## config.mk

```make
export PLATFORM = sky130hd
export DESIGN_NAME = mem_arbiter
export DESIGN_NICKNAME = d
export VERILOG_FILES = /design/src/rtl/mem_arbiter.sv
export SDC_FILE = /design/constraint.sdc
export NUM_CORES = 1
export LEC_CHECK = 0
export BUFFER_PORTS_ARGS = -buffer_cell sky130_fd_sc_hd__buf_2
export CORE_MARGIN = 2
export CORE_UTILIZATION = 51
export CTS_BUF_LIST = sky130_fd_sc_hd__clkbuf_8
export CTS_CLUSTER_SIZE = 25
export DETAILED_ROUTE_END_ITERATION = 8
export PLACE_DENSITY = 0.9
export SLEW_MARGIN = 0
export SYNTH_ARGS = -nofsm -noshare
export SYNTH_HDL_FRONTEND = slang
export SYNTH_SLANG_ARGS = --single-unit
export TNS_END_PERCENT = 20
```

## constraint.sdc

```tcl
create_clock -name clk -period 5.6 [get_ports clk]
set_input_delay 1.12 -clock clk [delete_from_list [all_inputs] [get_ports clk]]
set_output_delay 1.12 -clock clk [all_outputs]
set_load 0.01 [all_outputs]
```

## src/rtl/mem_arbiter.sv

```systemverilog
// Arbiter/sequencer sharing one single-ported RAM between the instruction-fetch
// port and the data load/store port; one transaction in flight at a time.
module mem_arbiter #(
   parameter int ADDR_W     = 32,
   parameter int DATA_W     = 32,
   parameter int RD_LATENCY = 1,
   parameter int PRIO_MODE  = 0
) (
   input  logic              clk,
   input  logic              reset_n,
   input  logic              i_req_i,
   input  logic [ADDR_W-1:0] i_addr_i,
   output logic              i_gnt_o,
   output logic              i_rvalid_o,
   output logic [DATA_W-1:0] i_rdata_o,
   input  logic              d_req_i,
   input  logic [ADDR_W-1:0] d_addr_i,
   input  logic [DATA_W-1:0] d_wdata_i,
   input  logic [3:0]        d_wmask_i,
   output logic              d_gnt_o,
   output logic              d_rvalid_o,
   output logic [DATA_W-1:0] d_rdata_o,
   output logic              mem_en_o,
   output logic [ADDR_W-1:0] mem_addr_o,
   output logic [DATA_W-1:0] mem_wdata_o,
   output logic [3:0]        mem_wmask_o,
   input  logic [DATA_W-1:0] mem_rdata_i,
   output logic              busy_o,
   output logic [1:0]        state_o
);
   // Handshake: a port holds req and its fields until it sees gnt high (a
   // one-cycle pulse in the first ACCESS cycle); req is only sampled in IDLE.
   // rvalid is a one-cycle pulse in RESP and never follows a store.

   if (RD_LATENCY < 1 || RD_LATENCY > 7) begin : g_bad_latency
      $error("mem_arbiter: RD_LATENCY must be in 1..7");
   end

   localparam logic [2:0] CNT_INIT = 3'(RD_LATENCY - 1);
   localparam logic       OWN_I    = 1'b0;
   localparam logic       OWN_D    = 1'b1;

   typedef enum logic [1:0] {IDLE = 2'd0, ACCESS = 2'd1, RESP = 2'd2} state_t;

   state_t            state, state_nxt;
   logic              owner, owner_nxt;
   logic              last_owner, last_owner_nxt;
   logic              pick_d;
   logic [2:0]        cnt, cnt_nxt;
   logic              i_gnt_nxt, d_gnt_nxt, i_rvalid_nxt, d_rvalid_nxt;
   logic [DATA_W-1:0] i_rdata_nxt, d_rdata_nxt, mem_wdata_nxt;
   logic [ADDR_W-1:0] mem_addr_nxt;
   logic              mem_en_nxt;
   logic [3:0]        mem_wmask_nxt;

   // A lone requester wins; on a tie either the data port or the port that
   // did not own the previous grant wins.
   always_comb begin
      if (d_req_i != i_req_i) pick_d = d_req_i;
      else if (PRIO_MODE == 1) pick_d = 1'b1;
      else pick_d = (last_owner == OWN_I);
   end

   always_comb begin
      state_nxt      = state;
      owner_nxt      = owner;
      last_owner_nxt = last_owner;
      cnt_nxt        = cnt;
      i_gnt_nxt      = 1'b0;
      d_gnt_nxt      = 1'b0;
      i_rvalid_nxt   = 1'b0;
      d_rvalid_nxt   = 1'b0;
      i_rdata_nxt    = i_rdata_o;
      d_rdata_nxt    = d_rdata_o;
      mem_en_nxt     = mem_en_o;
      mem_addr_nxt   = mem_addr_o;
      mem_wdata_nxt  = mem_wdata_o;
      mem_wmask_nxt  = mem_wmask_o;
      case (state)
         IDLE: begin
            if (i_req_i || d_req_i) begin
               state_nxt      = ACCESS;
               owner_nxt      = pick_d;
               last_owner_nxt = pick_d;
               cnt_nxt        = CNT_INIT;
               mem_en_nxt     = 1'b1;
               if (pick_d) begin
                  d_gnt_nxt     = 1'b1;
                  mem_addr_nxt  = d_addr_i;
                  mem_wdata_nxt = d_wdata_i;
                  mem_wmask_nxt = d_wmask_i;
               end else begin
                  i_gnt_nxt     = 1'b1;
                  mem_addr_nxt  = i_addr_i;
                  mem_wmask_nxt = 4'b0;
               end
            end
         end
         ACCESS: begin
            // Only a data-port store leaves a non-zero mask latched here.
            if (mem_wmask_o != 4'b0) begin
               state_nxt     = IDLE;
               mem_en_nxt    = 1'b0;
               mem_wmask_nxt = 4'b0;
            end else if (cnt == 3'd0) begin
               state_nxt  = RESP;
               mem_en_nxt = 1'b0;
               if (owner == OWN_D) begin
                  d_rdata_nxt  = mem_rdata_i;
                  d_rvalid_nxt = 1'b1;
               end else begin
                  i_rdata_nxt  = mem_rdata_i;
                  i_rvalid_nxt = 1'b1;
               end
            end else begin
               cnt_nxt = cnt - 3'd1;
            end
         end
         RESP:    state_nxt = IDLE;
         default: state_nxt = IDLE;
      endcase
   end

   always_ff @(posedge clk or negedge reset_n) begin
      if (!reset_n) begin
         state       <= IDLE;
         owner       <= OWN_I;
         last_owner  <= OWN_I;
         cnt         <= 3'd0;
         i_gnt_o     <= 1'b0;
         d_gnt_o     <= 1'b0;
         i_rvalid_o  <= 1'b0;
         d_rvalid_o  <= 1'b0;
         i_rdata_o   <= '0;
         d_rdata_o   <= '0;
         mem_en_o    <= 1'b0;
         mem_addr_o  <= '0;
         mem_wdata_o <= '0;
         mem_wmask_o <= 4'b0;
      end else begin
         state       <= state_nxt;
         owner       <= owner_nxt;
         last_owner  <= last_owner_nxt;
         cnt         <= cnt_nxt;
         i_gnt_o     <= i_gnt_nxt;
         d_gnt_o     <= d_gnt_nxt;
         i_rvalid_o  <= i_rvalid_nxt;
         d_rvalid_o  <= d_rvalid_nxt;
         i_rdata_o   <= i_rdata_nxt;
         d_rdata_o   <= d_rdata_nxt;
         mem_en_o    <= mem_en_nxt;
         mem_addr_o  <= mem_addr_nxt;
         mem_wdata_o <= mem_wdata_nxt;
         mem_wmask_o <= mem_wmask_nxt;
      end
   end

   assign busy_o  = (state != IDLE);
   assign state_o = state;

endmodule

```

==> impl_results.md <==
* Worst-Margin Slew at 1.237 ns
* Max_cap viols at 0
* Syn nets at 508
* Core area at approximately 11000 um^2
* Crit share post-route at 58.35%
* Die width at 108.8 um
* Die height at 108.8 um
* Slowest CP cell: or3_1
* Main combinational cell family by area after synthesis: multiplexers
* Worst path bufs/invs at 3
* DRC Markers at 0
* Hold wc startpoint: cnt[0]$_DFFE_PN0P_
* Post-synthesis simple-gate area fraction at 6.277%
* Max transition margin at 17.55%
* # IOs at 276
* Setup TNS Final at 0 ns
* Largest net degree at the start of global routing at 87
* Htree depth at 4
* Wire length per cell at ~18 um
* TritonCTS clock tree: built
* Placed insts at 766
* WHS at 0.4781 ns
* Design area at 7485 um^2
* # hold bufs at CTS at 0
* CTS buffer count at 17
* Final slew viol count at 0
* HPWL Detailed at between 10 and 15 mm
* Diodes inserted at 0
* Status: finished clean
* Hold path cells at 1
* Top Metal Used: met4
* Post-Synth Adder-Cell Area at 0.6701%
* Synth top area share at 63.88%
* Post-Synthesis Cell Area at 5602 um^2
* Synthesized instance count at 369
* Row Count at 38
* First drt pass iteration count at 4
* GRT overflow at 0
* Fin nets at roughly 800
* Worst setup startpoint: d_req_i
* Dominant cells by area after synthesis: dfrtp_1 64%, mux2_2 19%, a221o_1 5.7%, and2_0 3.5%, buf_2 0.71%
* Vias after detailed routing at 4247
* Critical path arrival at 3.59 ns
* Worst skew pair latency at between 0.4 and 0.5 ns
* Metal2 WL at between 7 and 8 mm
* Met3 routed WL at about 1.2 mm
* Critical path's largest stage delay at 0.75 ns
* Worst path required time at 5.92 ns
* Critical path's top delay family: simple AND/OR/NAND/NOR gates
* Final setup margin at roughly 2.3 ns
* RSZ-0062 raised after global routing: no
* Fmax at 0.3060 GHz
* Part of the Yosys area used for sequential elements at 63.88%
* Yosys Warn Count at 0
* Placer Congestion at 0.8569
* Layout cell share with drive strength beyond 1 at a little over three fifths
* Hold Path Class: reg2reg
* P&R area growth vs syn at 33.62%
* Synth area leader: dfrtp_1
* VDD IR max at 0.3467 mV
* Finished Layout Cells at 798
* First-pass GRT wire length at 22.76 mm
* Register-to-Register Path Depth at 4
* CP Max Fanout at 60
* M1 WL at 5.546 mm
* Initial drt markers at 292
* Worst setup EP type: flop
* Post-CTS Repair Setup Buffers at 0
* Post-CTS Resized at 0
* Min cycle time layout at 3.268 ns
* Worst r2r src: state_o[1]$_DFFE_PN0P_
* Critical Path Source Type: primary input
* Setup violations, final at 0
* Crit path kind: in2reg
* Die footprint at 11840 um^2
* Power per Cell Area at a little over 600 nW/um^2
* Final WL at 14.53 mm
* Cell depth of the worst setup path at 7
* ANT nets after route at 0
* CTS sink count at 143
* Vias in the first global route at 4590
* Average vias per placed instance at 5.322
* Number of port buffers at 275
* Synth Area in Compound Gates at 7.103%
* CTS Root Cell: clkbuf_8
* Critical Path, Cell by Cell: buf_2 -> inv_1 -> ha_1 -> or3_1 -> nor3_4 -> buf_12 -> mux2_2
* Final hold violations at 0
* Synth Area per Inst at 15.18 um^2
* Commonest non-fill, non-tap cell in the layout: buf_2
* Most frequent cells in the layout: 274 x buf_2, 143 x dfrtp_1, 96 x mux2_2, 32 x a221o_1, 31 x and2_0
* GRT Util Overall at 25.75%
* Leak at 3.760 nW
* Setup Slack @ Placement at approximately 1.9 ns
* Clock tree buffer depth at 2
* CTS clk-pin slew, worst paths at 0.07 ns
* Multiplexer share of the synthesized area at between 15 and 20%
* Starting density of the core at about half
* Initial antenna violation count at 0
* Clock skew at 0.01056 ns
* Synth cell types at 30
* DP Area at 7083 um^2
* Post-Synth XOR/XNOR Area at 0%
* #FFs+latches synth at 143
==> sequential cells by signal, indices dropped and copies added (netlist names) <==
register and count:
d_rvalid_o 1, mem_addr_o 32, last_owner 1, mem_wmask_o 4
i_rvalid_o 1, i_gnt_o 1, cnt 3, d_gnt_o 1
mem_wdata_o 32, d_rdata_o 32, mem_en_o 1, i_rdata_o 32
state_o 2
==> area by class of cell <==
cell class                 instances  area (um^2)
clock buffer                      21        289.0
clock inverter                    11        112.6
fill                             764         3308
inverter                           7        26.28
multi-input combinational        197         1878
sequential                       143         3578
tap                              140        175.2
timing repair buffer             279         1425
==> routing by layer <==
layer,vias up,GRT usage (%)
met4,0,13.55
met5,-,0
met3,40,9.564
met2,214,41.70
li1,1897,-
met1,2096,29.94
==> final timing paths <==
kind	end	slack (ns)
max	mem_wdata_o[15]$_DFFE_PN0P_	2.33
min	cnt[0]$_DFFE_PN0P_	0.48
max reg2reg	mem_wdata_o[15]$_DFFE_PN0P_	2.82
min reg2reg	cnt[0]$_DFFE_PN0P_	0.48
max in group asynchronous	mem_addr_o[6]$_DFFE_PN0P_	3.62
min in group asynchronous	mem_addr_o[19]$_DFFE_PN0P_	0.71
==> where the power goes <==
part / internal, mW / switching, mW / total (mW)
Clock: 0.438 / 0.382 / 0.820
Sequential: 1.55 / 0.275 / 1.83
Combinational: 0.983 / 0.957 / 1.94
==> synth_stat cells <==
library cell and number:
nor2_1 3, buf_2 8, buf_4 1, o21a_1 1, nor3_4 2, nor2b_1 4
clkbuf_1 10, a21oi_1 1, ha_1 3, or3_1 2, a31o_2 2, buf_6 3
nor4_1 3, nand2_1 3, o21ai_0 1, dfrtp_1 143, a21o_1 1, or2_2 1
and3_1 1, mux2i_1 1, or4_1 1, nand4b_1 1, and2_1 1, inv_1 7
a22o_1 4, nand2b_1 1, nor3_1 1, and2_0 31, a221o_1 32, mux2_2 96
==> metrics by stage <==
| step | util (%) | power (mW) |
|---|---|---|
| 2_1_floorplan | - | 2.995 |
| 3_3_place_gp | 65.63 | 3.681 |
| 4_1_cts | 69.35 | 4.627 |
| 5_1_grt | 69.35 | 4.883 |
| 6_report | 69.35 | 4.585 |
| 3_5_place_dp | 65.63 | 3.787 |
==> logic make-up after synthesis <==
family / Yosys count
muxes: 97
and+or+nand+nor: 55
buffers and inverters: 29
adders and majority gates: 3
AOI/OAI and AO/OA: 42
DFF: 143
Power figures use the tool's default switching activity.
